$ cat config.mk
export PLATFORM = sky130hd
export DESIGN_NAME = ppi_bus_ctrl
export DESIGN_NICKNAME = d
export VERILOG_FILES = /design/src/rtl/ppi_pkg.sv /design/src/rtl/ppi_sync2.sv /design/src/rtl/ppi_bus_ctrl.sv
export SDC_FILE = /design/constraint.sdc
export NUM_CORES = 1
export LEC_CHECK = 0
export CAP_MARGIN = 5
export CELL_PAD_IN_SITES_DETAIL_PLACEMENT = 1
export CELL_PAD_IN_SITES_GLOBAL_PLACEMENT = 2
export CORE_ASPECT_RATIO = 0.75
export CORE_MARGIN = 8
export CORE_UTILIZATION = 44
export CTS_BUF_LIST = sky130_fd_sc_hd__clkbuf_4 sky130_fd_sc_hd__clkbuf_8
export DETAILED_ROUTE_END_ITERATION = 7
export DONT_BUFFER_PORTS = 1
export PLACE_DENSITY_LB_ADDON = 0.15
export SYNTH_ARGS = -nofsm -noshare
export SYNTH_HDL_FRONTEND = slang
export SYNTH_HIERARCHICAL = 1
export SYNTH_SLANG_ARGS = --single-unit
$ cat constraint.sdc
create_clock -name clk -period 4.5 [get_ports clk]
set_input_delay 0.9 -clock clk [delete_from_list [all_inputs] [get_ports clk]]
set_output_delay 0.9 -clock clk [all_outputs]
set_load 0.02 [all_outputs]
$ cat src/rtl/ppi_pkg.sv
// ppi_pkg: shared constants for the 8255-style parallel port bus controller.
// Holds register addresses, the reset control word, control-word bit positions,
// the bus FSM state encoding and a helper that flags unsupported mode requests.
package ppi_pkg;

  localparam logic [1:0] ADDR_A    = 2'd0;
  localparam logic [1:0] ADDR_B    = 2'd1;
  localparam logic [1:0] ADDR_C    = 2'd2;
  localparam logic [1:0] ADDR_CTRL = 2'd3;

  // Mode 0, all ports input.
  localparam logic [7:0] CTRL_RST_DEFAULT = 8'h9B;

  localparam int MODE_SET_BIT = 7;
  localparam int DIR_A_BIT    = 4;
  localparam int DIR_CHI_BIT  = 3;
  localparam int DIR_B_BIT    = 1;
  localparam int DIR_CLO_BIT  = 0;

  typedef enum logic [1:0] {
    ST_IDLE      = 2'd0,
    ST_WR_CAP    = 2'd1,
    ST_WR_COMMIT = 2'd2,
    ST_RD        = 2'd3
  } state_t;

  // Only mode 0 is implemented: group A mode bits [6:5] and group B mode bit [2]
  // must be zero in a mode-set word.
  function automatic logic mode_unsupported(input logic [7:0] word);
    return (word[6:5] != 2'b00) || word[2];
  endfunction

endpackage

$ cat src/rtl/ppi_sync2.sv
// ppi_sync2: single-bit synchroniser, STAGES flops deep, reset to RST_VAL.
// Ports: clk, reset_n (async active-low), d (async input), q (synchronised output).
// STAGES must be at least 2.
module ppi_sync2 #(
  parameter int   STAGES  = 2,
  parameter logic RST_VAL = 1'b0
) (
  input  logic clk,
  input  logic reset_n,
  input  logic d,
  output logic q
);

  logic [STAGES-1:0] ff;

  always_ff @(posedge clk or negedge reset_n) begin
    if (!reset_n) begin
      ff <= {STAGES{RST_VAL}};
    end else begin
      ff <= {ff[STAGES-2:0], d};
    end
  end

  assign q = ff[STAGES-1];

endmodule

$ cat src/rtl/ppi_bus_ctrl.sv
// ppi_bus_ctrl: CPU bus interface of an 8255-style parallel port.
// Synchronises cs_n/wr_n/rd_n, decodes writes into port A/B/C output registers and
// the control word (mode set or port C bit set/reset), and drives direction
// controls plus a registered read-back mux.
// Ports: CPU side clk, reset_n, cs_n, wr_n, rd_n, addr, din, dout, dout_en;
//        pins port_*_in / port_*_out; status dir_*, ctrl_word, mode_err, wr_ack.
// Build option: define PPI_INPUT_SYNC_EN to pass the port input pins through
// 2-flop synchronisers ahead of the read mux (adds 2 clk of input latency).
module ppi_bus_ctrl
  import ppi_pkg::*;
#(
  parameter logic [7:0] CTRL_RST    = CTRL_RST_DEFAULT,
  parameter int         SYNC_STAGES = 2
) (
  input  logic       clk,
  input  logic       reset_n,
  input  logic       cs_n,
  input  logic       wr_n,
  input  logic       rd_n,
  input  logic [1:0] addr,
  input  logic [7:0] din,
  output logic [7:0] dout,
  output logic       dout_en,
  input  logic [7:0] port_a_in,
  input  logic [7:0] port_b_in,
  input  logic [7:0] port_c_in,
  output logic [7:0] port_a_out,
  output logic [7:0] port_b_out,
  output logic [7:0] port_c_out,
  output logic       dir_a,
  output logic       dir_b,
  output logic       dir_c_hi,
  output logic       dir_c_lo,
  output logic [7:0] ctrl_word,
  output logic       mode_err,
  output logic       wr_ack
);

  // Strobe synchronisers reset to 1 so the bus looks idle coming out of reset.
  logic cs_s, wr_s, rd_s;

  ppi_sync2 #(.STAGES(SYNC_STAGES), .RST_VAL(1'b1)) u_sync_cs (
    .clk(clk), .reset_n(reset_n), .d(cs_n), .q(cs_s));
  ppi_sync2 #(.STAGES(SYNC_STAGES), .RST_VAL(1'b1)) u_sync_wr (
    .clk(clk), .reset_n(reset_n), .d(wr_n), .q(wr_s));
  ppi_sync2 #(.STAGES(SYNC_STAGES), .RST_VAL(1'b1)) u_sync_rd (
    .clk(clk), .reset_n(reset_n), .d(rd_n), .q(rd_s));

  // Pin values as seen by the read mux.
  logic [7:0] a_pin, b_pin, c_pin;

`ifdef PPI_INPUT_SYNC_EN
  for (genvar i = 0; i < 8; i++) begin : g_in_sync
    ppi_sync2 #(.STAGES(2), .RST_VAL(1'b0)) u_sync_a (
      .clk(clk), .reset_n(reset_n), .d(port_a_in[i]), .q(a_pin[i]));
    ppi_sync2 #(.STAGES(2), .RST_VAL(1'b0)) u_sync_b (
      .clk(clk), .reset_n(reset_n), .d(port_b_in[i]), .q(b_pin[i]));
    ppi_sync2 #(.STAGES(2), .RST_VAL(1'b0)) u_sync_c (
      .clk(clk), .reset_n(reset_n), .d(port_c_in[i]), .q(c_pin[i]));
  end
`else
  // The registered dout is the only sampling point of the pins.
  assign a_pin = port_a_in;
  assign b_pin = port_b_in;
  assign c_pin = port_c_in;
`endif

  // ---------------------------------------------------------------- FSM
  state_t state, state_nxt;

  always_ff @(posedge clk or negedge reset_n) begin
    if (!reset_n) begin
      state <= ST_IDLE;
    end else begin
      state <= state_nxt;
    end
  end

  always_comb begin
    state_nxt = state;
    case (state)
      ST_IDLE: begin
        // Write wins when both strobes are low.
        if (!cs_s && !wr_s) begin
          state_nxt = ST_WR_CAP;
        end else if (!cs_s && !rd_s) begin
          state_nxt = ST_RD;
        end
      end
      ST_WR_CAP: begin
        if (wr_s) begin
          state_nxt = ST_WR_COMMIT;
        end else if (cs_s) begin
          state_nxt = ST_IDLE;
        end
      end
      ST_WR_COMMIT: state_nxt = ST_IDLE;
      ST_RD: begin
        if (!wr_s) begin
          state_nxt = ST_WR_CAP;
        end else if (rd_s || cs_s) begin
          state_nxt = ST_IDLE;
        end
      end
      default: state_nxt = ST_IDLE;
    endcase
  end

  // The register update happens on the edge that leaves WR_CAP, so the target
  // changes SYNC_STAGES+1 clocks after wr_n rises; wr_ack marks the following
  // cycle (the one spent in WR_COMMIT).
  logic wr_commit;
  assign wr_commit = (state == ST_WR_CAP) && wr_s;
  assign wr_ack    = (state == ST_WR_COMMIT);
  // Drop the read enable as soon as a write is seen, before the state moves.
  assign dout_en   = (state == ST_RD) && wr_s;

  // Capture on entry and on every cycle that stays in WR_CAP. The edge that
  // commits does not capture, so the committed value is the one sampled while
  // wr_n was still low.
  logic [1:0] cap_addr;
  logic [7:0] cap_din;

  always_ff @(posedge clk or negedge reset_n) begin
    if (!reset_n) begin
      cap_addr <= 2'd0;
      cap_din  <= 8'h00;
    end else if (state_nxt == ST_WR_CAP) begin
      cap_addr <= addr;
      cap_din  <= din;
    end
  end

  // ---------------------------------------------------------- registers
  always_ff @(posedge clk or negedge reset_n) begin
    if (!reset_n) begin
      port_a_out <= 8'h00;
      port_b_out <= 8'h00;
      port_c_out <= 8'h00;
      ctrl_word  <= CTRL_RST;
      mode_err   <= 1'b0;
    end else if (wr_commit) begin
      case (cap_addr)
        ADDR_A: port_a_out <= cap_din;
        ADDR_B: port_b_out <= cap_din;
        ADDR_C: port_c_out <= cap_din;
        ADDR_CTRL: begin
          if (cap_din[MODE_SET_BIT]) begin
            ctrl_word  <= cap_din;
            port_a_out <= 8'h00;
            port_b_out <= 8'h00;
            port_c_out <= 8'h00;
            if (mode_unsupported(cap_din)) begin
              mode_err <= 1'b1;
            end
          end else begin
            port_c_out[cap_din[3:1]] <= cap_din[0];
          end
        end
        default: ;
      endcase
    end
  end

  // Directions only change on a mode set, which also loads ctrl_word from the
  // same bits, so decoding straight from ctrl_word is equivalent.
  assign dir_a    = ctrl_word[DIR_A_BIT];
  assign dir_b    = ctrl_word[DIR_B_BIT];
  assign dir_c_hi = ctrl_word[DIR_CHI_BIT];
  assign dir_c_lo = ctrl_word[DIR_CLO_BIT];

  // ------------------------------------------------------------ read mux
  logic [7:0] rd_mux;

  always_comb begin
    rd_mux = 8'h00;
    case (addr)
      ADDR_A:    rd_mux = dir_a ? a_pin : port_a_out;
      ADDR_B:    rd_mux = dir_b ? b_pin : port_b_out;
      ADDR_C:    rd_mux = {dir_c_hi ? c_pin[7:4] : port_c_out[7:4],
                           dir_c_lo ? c_pin[3:0] : port_c_out[3:0]};
      ADDR_CTRL: rd_mux = ctrl_word;
      default:   rd_mux = 8'h00;
    endcase
  end

  always_ff @(posedge clk or negedge reset_n) begin
    if (!reset_n) begin
      dout <= 8'h00;
    end else if (state == ST_RD) begin
      dout <= rd_mux;
    end
  end

endmodule

==> impl_metrics.csv, run 1 <==
group,metric,value,unit
worst_setup_path,crit_slowest_cell,"nor2b_1",
global_routing,grt_pass1_vias,2202,
worst_setup_path,crit_buf_inv,0,
sta,slew_viol_final,0,
place,dp_slack,2360,ps
worst_hold_path,hold_path.class,"in -> async",
die,rows,26,
yosys,avgSynthCellArea,10.8,um2
worst_setup_path,r2r_cells,4,
worst_setup_path,cp_max_fo,6,
worst_setup_path,critical_path_class,"reg -> out",
cts,cts-root-buf,"clkbuf_8",
yosys,synth_cells,277,
route,wire_per_inst,23.4,um
worst_setup_path,crit_path_start_kind,"flip-flop",
route,drt-met1-wl,3880,um
finish,layout_commonest_cell,"dfrtp_1",
finish,drive_above_1_share,0.184,
yosys,syn_nets,316,
cts,cts_sinks,58,
finish,multi_input_comb_area,1330,um2
route,drt_wl_total,8180,um
worst_setup_path,worst_path_dominant_cell_family,"simple AND/OR/NAND/NOR gates",
route,vias,2014,
die,core_area,6700,um2
worst_setup_path,critPathMaxStageDelay,500,ps
global_routing,globalRoute.totalOverflow,0,
power,power_density,719,nW/um2
cts,hold_buffers,0,
run_status,outcome,"finished, final reports clean",
sta,fin_crit_sh,0.475,
die,start_util,0.446,
finish,diodes,0,
worst_setup_path,arrival,1240,ps
place,gp_congestion,0.754,
yosys,synth_cell_type_count,43,
route,drt_iter0_drc,74,
power,total_power,2.25,mW
worst_setup_path,crit_cells,1,
global_routing,antenna_found_initial,0,
finish,nets,300,
sta,slew_headroom,0.411,
sta,tns,0,ps
cts,numCtsBuffers,9,
finish,fill_cells,753,
route,met3_length,711,um
die,fp.dieW,111,um
route,wl_met2,3520,um
cts,ctsResizeCount,0,
cts,clk_latency,340,ps
cts,cts_tree,"built",
finish,final_core_util,0.466,
power,p_leak,1.31,nW
worst_setup_path,worstPathRequired,3600,ps
die,die_area,9720,um2
sta,setup_viol,0,
yosys,synth_seq_cells,58,
finish,area_growth,4.43,%
power,max-vdd-ir-drop,0.295,mV
global_routing,grt_max_degree,59,
finish,final_cell_mix,"dfrtp_1, nor2_1, mux2i_1",
cts,path_clk_slew,70,ps
sta,setup_slack,2360,ps
die,io_pins,86,
yosys,yosysWarnings,6,
worst_setup_path,end_kind,"primary output",
yosys,synth_seq_area_share,0.489,
route,via_per_inst,5.75,
global_routing,grt_use_total,0.176,
sta,rsz0062_at_grt,"false",
global_routing,grt_pass1_wl,13100,um
worst_setup_path,cp_cell_sequence,"nor2b_1",
route,drc_errors,0,
cts,clockBufferDepth,2,
route,postRouteAntennaNets,0,
cts,post-cts-setup-buffers,0,
sta,hold_viol,0,
flow_run,cap_violations,0,
sta,fin_crit,2140,ps
finish,seqCellArea,1460,um2
sta,tightest_slew,880,ps
sta,clock-skew-final,6.92,ps
sta,max_clock_freq,0.468,GHz
yosys,syn_area,2990,um2
route,firstDrtPassIters,4,
cts,h-tree-depth,3,
die,die_h,87.4,um
route,top_layer_used,"met4",
place,post-dp-hpwl,5850,um
place,io_buffer_count,0,
-- area by class of cell --
cell class | instances | area share
inverters | 6 | 0.00721
clock buffers | 11 | 0.0485
well taps | 84 | 0.0336
clock inverters | 5 | 0.0168
flip-flops and latches | 58 | 0.469
multi-input cells | 186 | 0.425
-- cell usage after synthesis (all sizes together) --
library cell,count,area share
nor2,28,0.037
nor3b,1,0.0042
or3,2,0.0042
and4,1,0.0038
nand4,1,0.0021
clkbuf,8,0.011
a22o,4,0.012
o2bb2ai,1,0.0029
a2bb2oi,2,0.0059
nand3b,1,0.0025
o211ai,1,0.0025
dfstp,10,0.088
inv,6,0.0075
and2b,1,0.0025
nor3,3,0.0050
nand3,2,0.0033
a31oi,4,0.0084
a211oi,2,0.0050
a21o,2,0.0050
mux4,5,0.038
and3b,2,0.0063
mux2i,26,0.087
a21boi,1,0.0025
mux2,13,0.061
nor2b,7,0.015
and2,2,0.0042
buf,19,0.048
a21oi,23,0.038
conb,1,0.0013
dfrtp,48,0.40
a221oi,1,0.0029
and3,1,0.0021
nand2,20,0.025
o21ai,18,0.030
nand2b,6,0.013
o32a,1,0.0033
a211o,3,0.0088
-- metal layers --
layer | global-route usage | vias to the layer above
li1 | - | 937
met1 | 0.225 | 1008
met2 | 0.260 | 62
met3 | 0.0820 | 7
met4 | 0.0507 | 0
met5 | 0 | -
-- flip-flops by register name, summed over array words and instances, names as in the netlist --
name,count
u_sync_cs/ff,2
u_sync_rd/ff,2
dout,8
u_sync_wr/ff,2
port_a_out,8
state,2
port_c_out,8
mode_err,1
ctrl_word,7
cap_addr,2
cap_din,8
port_b_out,8
-- path summary, 6_finish.rpt --
path / start / end / slack, ps
worst max-delay path: state[1] / wr_ack / 2360
worst min-delay path: reset_n / state[1] / 250
worst max register to register: state[1] / cap_din[6] / 2370
worst min register to register: u_sync_rd/ff[0] / u_sync_rd/ff[1] / 360
max in group asynchronous: reset_n / ctrl_word[0] / 4050
min in group clk: u_sync_rd/ff[0] / u_sync_rd/ff[1] / 360
-- power breakdown --
group	internal (mW)	switching, mW	leakage (nW)	total, mW
sequential	0.731	0.541	0.684	1.27
combinational	0.274	0.206	0.522	0.480
clock	0.283	0.212	0.105	0.495
total	1.29	0.960	1.31	2.25
-- stage by stage --
| step | instances | cell area (um2) | hold WS [ps] |
|---|---|---|---|
| after floorplan | 277 | 2990 | 345 |
| after global placement | 334 | 2920 | 345 |
| after detailed placement | 334 | 2920 | 347 |
| after CTS | 350 | 3120 | 232 |
| after global routing | 350 | 3120 | 227 |
| final | 350 | 3120 | 248 |
-- cell families after synthesis --
logic type      share of synthesized area
simple gates                        0.129
compound gates                      0.128
flops                               0.489
mux                                 0.186
buf+inv                            0.0665
other cells                       0.00125
Power figures use the tool's default switching activity.
==> run 2, diff against run 1 <==
CORE_UTILIZATION = 37   (was 44)
clock period = 1.9 ns   (was 4.5 ns; I/O delays follow)
==> run 2 against run 1 <==
Net effect:
- sequential share of layout area down 2.8 points
- sequential cell count is the same
- critical path depth stayed put
- clock-buffer cell count down 2
- power is 140% higher
- die area grew 16%
- via count grew 3.9%
- first-iteration DRC count is 28% higher
- setup slack worse by 2200 ps
==> impl_metrics.csv, run 2 (same netlist as run 1, synthesis figures left out) <==
group,metric,value,unit
finish,diodes,0,
cts,h-tree-depth,3,
route,wire_per_inst,21.9,um
finish,nets,319,
power,p_switching,2.36,mW
die,core_area,7880,um2
route,drt_wl_total,8560,um
cts,clk_latency,350,ps
worst_setup_path,arrival,1330,ps
run_status,outcome,"finished, final reports clean",
worst_setup_path,r2r_slack,220,ps
cts,cts_sinks,58,
worst_setup_path,crit_path_start_kind,"flip-flop",
die,die_h,93.9,um
worst_setup_path,cp_cell_sequence,"buf_4",
worst_setup_path,critPathMaxStageDelay,710,ps
global_routing,grt_use_total,0.160,
cts,hold_buffers,5,
sta,tightest_slew,509,ps
route,drt_iter0_drc,95,
global_routing,grt_max_degree,59,
worst_setup_path,crit_slowest_cell,"dfstp_2",
global_routing,antenna_found_initial,0,
die,io_pins,86,
global_routing,globalRoute.totalOverflow,0,
finish,final_core_util,0.421,
cts,cts-root-buf,"clkbuf_8",
sta,slew_headroom,0.661,
sta,tns,0,ps
cts,ctsResizeCount,0,
die,fp.dieW,120,um
sta,fin_crit,1710,ps
finish,final_cell_mix,"dfrtp_1, nor2_1, mux2i_1",
worst_setup_path,worstPathRequired,1520,ps
sta,fin_crit_sh,0.900,
sta,hold_viol,0,
place,gp_congestion,0.783,
power,seq_power_share,0.511,
place,placed_area,3050,um2
flow_run,cap_violations,0,
worst_setup_path,end_kind,"primary output",
cts,cts_tree,"built",
finish,area_growth,11.0,%
route,vias,2092,
sta,slew_viol_final,0,
global_routing,grt_pass1_wl,13600,um
worst_setup_path,worst_path_dominant_cell_family,"flip-flops",
place,post-dp-hpwl,6440,um
power,p_leak,1.40,nW
route,drc_errors,0,
die,rows,28,
worst_setup_path,critical_path_class,"reg -> out",
finish,layout_commonest_cell,"dfrtp_1",
route,firstDrtPassIters,4,
die,start_util,0.380,
cts,path_clk_slew,80,ps
cts,clockBufferDepth,2,
worst_setup_path,crit_buf_inv,1,
die,die_area,11200,um2
worst_setup_path,cp_max_fo,8,
sta,rsz0062_at_grt,"false",
sta,max_clock_freq,0.585,GHz
sta,clock-skew-final,9.27,ps
route,postRouteAntennaNets,0,
finish,fin_area,3320,um2
global_routing,grt_pass1_vias,2248,
sta,setup_viol,0,
place,io_buffer_count,0,
power,power_density,1640,nW/um2
power,pwr-share-clk,0.214,
power,switching_share,0.434,
finish,drive_above_1_share,0.225,
power,p_comb_frac,0.275,
cts,post-cts-setup-buffers,0,
worst_hold_path,hold_path.class,"in -> reg",
power,max-vdd-ir-drop,0.601,mV
power,intPower,3.09,mW
cts,numCtsBuffers,9,
route,via_per_inst,5.36,
-- run 2: changes by cell type in the layout (fill, tap and decap cells not counted) --
cell           delta
clkinv_4          +2
inv_6             +1
buf_4            +14
dlygate4sd3_1     +4
clkbuf_8          -2
buf_16            +1
clkinv_2          -3
clkinvlp_4        +2
-- run 2: routing by layer --
metal	wire [um]	track usage	vias up
li1	-	-	974
met1	3970	0.206	1037
met2	3590	0.225	74
met3	920	0.0853	7
met4	73	0.0497	0
met5	0	0	-
-- run 2: power groups by stage --
stage	logic, mW	registers [mW]	clock network (mW)
finish	1.50	2.78	1.17
global route	1.67	2.88	1.25
CTS	1.52	2.81	1.21
detailed placement	1.48	2.84	0
global placement	1.45	2.83	0
floorplan	1.28	2.55	0
-- run 2: area by class of cell --
| type | instances | area (um2) |
|---|---|---|
| Sequential cell | 58 | 1460 |
| Timing Repair Buffer | 19 | 173 |
| Clock inverter | 7 | 78.8 |
| Clock buffer | 9 | 124 |
| Inverter | 6 | 22.5 |
| Tap cell | 105 | 131 |
| Fill cell | 868 | 4560 |
| Multi-Input combinational cell | 186 | 1330 |
-- run 2: metrics by stage --
stage	cells	total power, mW	hold slack (ps)	worst slack (ps)
floorplan	277	3.83	84.4	307
global placement	369	4.28	86.3	229
detailed placement	369	4.31	86.4	242
CTS	390	5.55	147	166
global route	390	5.81	157	100
finish	390	5.45	174	189
-- run 2: path summary, 6_finish.rpt --
kind,start,to,cells after the start
setup / recovery,ctrl_word[4],ctrl_word[4],1
hold / removal,din[6],cap_din[6],1
setup reg to reg,u_sync_wr/ff[1],port_b_out[0],3
hold reg to reg,u_sync_wr/ff[0],u_sync_wr/ff[1],0
max in group asynchronous,reset_n,ctrl_word[3],2
min in group asynchronous,reset_n,port_a_out[6],2
==> run 3, diff against run 2 <==
CORE_UTILIZATION = 41   (was 37)
clock period = 1.86 ns   (was 1.9 ns; I/O delays follow)
==> run 3 against run 2 <==
Net effect:
- hold slack worse by 3.8 ps
- critical path depth unchanged
- sequential cell count unchanged
- setup slack worse by 66 ps
- wire length up 1.2%
- core utilization up 4.3 points
- clock skew up 0.79 ps
- clock power up 14%
- combinational power up 7%
- register-to-register slack about the same
- critical path type unchanged
==> impl_metrics.csv, run 3 (same netlist as run 1, synthesis figures left out) <==
group,metric,value,unit
run_status,outcome,"finished, final reports clean",
cts,clk_latency,340,ps
power,p_comb_frac,0.278,
global_routing,grt_max_degree,59,
sta,fin_crit_sh,0.934,
worst_setup_path,critical_path_class,"reg -> out",
cts,clockBufferDepth,2,
route,firstDrtPassIters,4,
die,fp.dieW,115,um
sta,fin_crit,1740,ps
cts,h-tree-depth,3,
route,via_per_inst,5.54,
route,drt_wl_total,8660,um
cts,path_clk_slew,80,ps
global_routing,met3_usage,0.0735,
worst_setup_path,worst_path_dominant_cell_family,"flip-flops",
global_routing,busiest_layer,"met2",
finish,final_cell_mix,"dfrtp_1, nor2_1, mux2i_1",
place,post-dp-hpwl,6350,um
cts,cts-root-buf,"clkbuf_8",
sta,max_clock_freq,0.576,GHz
sta,hold_viol,0,
finish,drive_above_1_share,0.225,
finish,diodes,0,
sta,tns,0,ps
power,power_density,1720,nW/um2
worst_setup_path,crit_path_start_kind,"flip-flop",
worst_setup_path,cp_cell_sequence,"buf_4",
global_routing,grt_pass1_wl,13800,um
power,intPower,3.30,mW
sta,slew_viol_final,0,
power,p_leak,1.42,nW
finish,area_growth,11.7,%
cts,cts_tree,"built",
route,drc_errors,0,
worst_setup_path,cp_max_fo,12,
worst_hold_path,hold_path.class,"in -> reg",
route,postRouteAntennaNets,0,
global_routing,globalRoute.totalOverflow,0,
place,io_buffer_count,0,
global_routing,grt_pass1_vias,2352,
die,die_h,90.0,um
global_routing,met2_usage,0.255,
die,core_area,7200,um2
sta,rsz0062_at_grt,"false",
die,die_area,10300,um2
cts,cts_sinks,58,
power,switching_share,0.425,
die,io_pins,86,
worst_setup_path,arrival,1360,ps
route,drt_iter0_drc,111,
sta,clock-skew-final,10.1,ps
global_routing,grt_use_total,0.173,
worst_setup_path,crit_buf_inv,1,
finish,layout_commonest_cell,"dfrtp_1",
finish,final_core_util,0.464,
worst_setup_path,crit_slowest_cell,"dfstp_2",
die,start_util,0.416,
sta,setup_viol,0,
cts,numCtsBuffers,9,
finish,nets,319,
power,total_power,5.74,mW
worst_setup_path,worstPathRequired,1490,ps
power,p_switching,2.44,mW
cts,post-cts-setup-buffers,0,
sta,tightest_slew,504,ps
power,max-vdd-ir-drop,0.546,mV
global_routing,use_met1,0.227,
power,seq_power_share,0.490,
flow_run,cap_violations,0,
worst_setup_path,end_kind,"primary output",
place,gp_congestion,0.785,
power,pwr-share-clk,0.232,
sta,slew_headroom,0.664,
route,vias,2139,
global_routing,antenna_found_initial,0,
worst_setup_path,critPathMaxStageDelay,760,ps
route,wire_per_inst,22.4,um
die,rows,27,
run 3: what timing repair did:
item,4_1_cts,5_1_grt
endpoints found under the hold margin,58,3
resized for setup,0,0
hold buffers,2,3
run 3: path summary, 6_finish.rpt:
path                                  from              end  slack [ps]  cells past startpoint
max in group asynchronous          reset_n     ctrl_word[3]        1000                      2
setup reg to reg           u_sync_wr/ff[1]    port_a_out[1]         220                      5
setup / recovery              ctrl_word[4]     ctrl_word[4]         120                      1
hold / removal                      din[4]       cap_din[4]         170                      1
hold reg to reg            u_sync_wr/ff[0]  u_sync_wr/ff[1]         360                      0
min in group asynchronous          reset_n       cap_din[6]         550                      2
run 3: worst register-to-register path: stages, from the launching register on:
cell and delay [ps]:
dfstp_2 560, and3b_2 250, nor3b_2 180, buf_4 230, mux2i_1 230, nor2_1 70
run 3: per-layer routing:
metal  vias to the layer above  part of all wire
met2                        65              0.46
met4                         0             0.011
met3                         9             0.083
li1                        976                 -
met1                      1089              0.45
met5                         -                 0
run 3: power by group through the flow:
stage / combinational [mW] / sequential [mW] / clock, mW
after floorplan: 1.30 / 2.61 / 0
after global placement: 1.54 / 2.85 / 0
after detailed placement: 1.57 / 2.86 / 0
after CTS: 1.62 / 2.84 / 1.36
after global routing: 1.78 / 2.91 / 1.42
final: 1.60 / 2.81 / 1.33
run 3: area by class of cell:
cell class              instances  area, um2
flip-flops and latches         58       1460
clock buffers                   9        124
repair buffers                 19        173
well taps                     101        126
clock inverters                 7        103
inverters                       6       22.5
multi-input cells             186       1330
fillers                       802       3850
run 3: metrics by stage:
| step | std cells | setup WS (ps) | hold WS (ps) | area [um2] |
|---|---|---|---|---|
| 5_1_grt | 386 | 65.5 | 151 | 3340 |
| 3_3_place_gp | 365 | 242 | 78.4 | 3050 |
| 6_report | 386 | 124 | 170 | 3340 |
| 2_1_floorplan | 277 | 267 | 76.4 | 2990 |
| 3_5_place_dp | 365 | 245 | 78.2 | 3050 |
| 4_1_cts | 383 | 111 | 3.02 | 3310 |
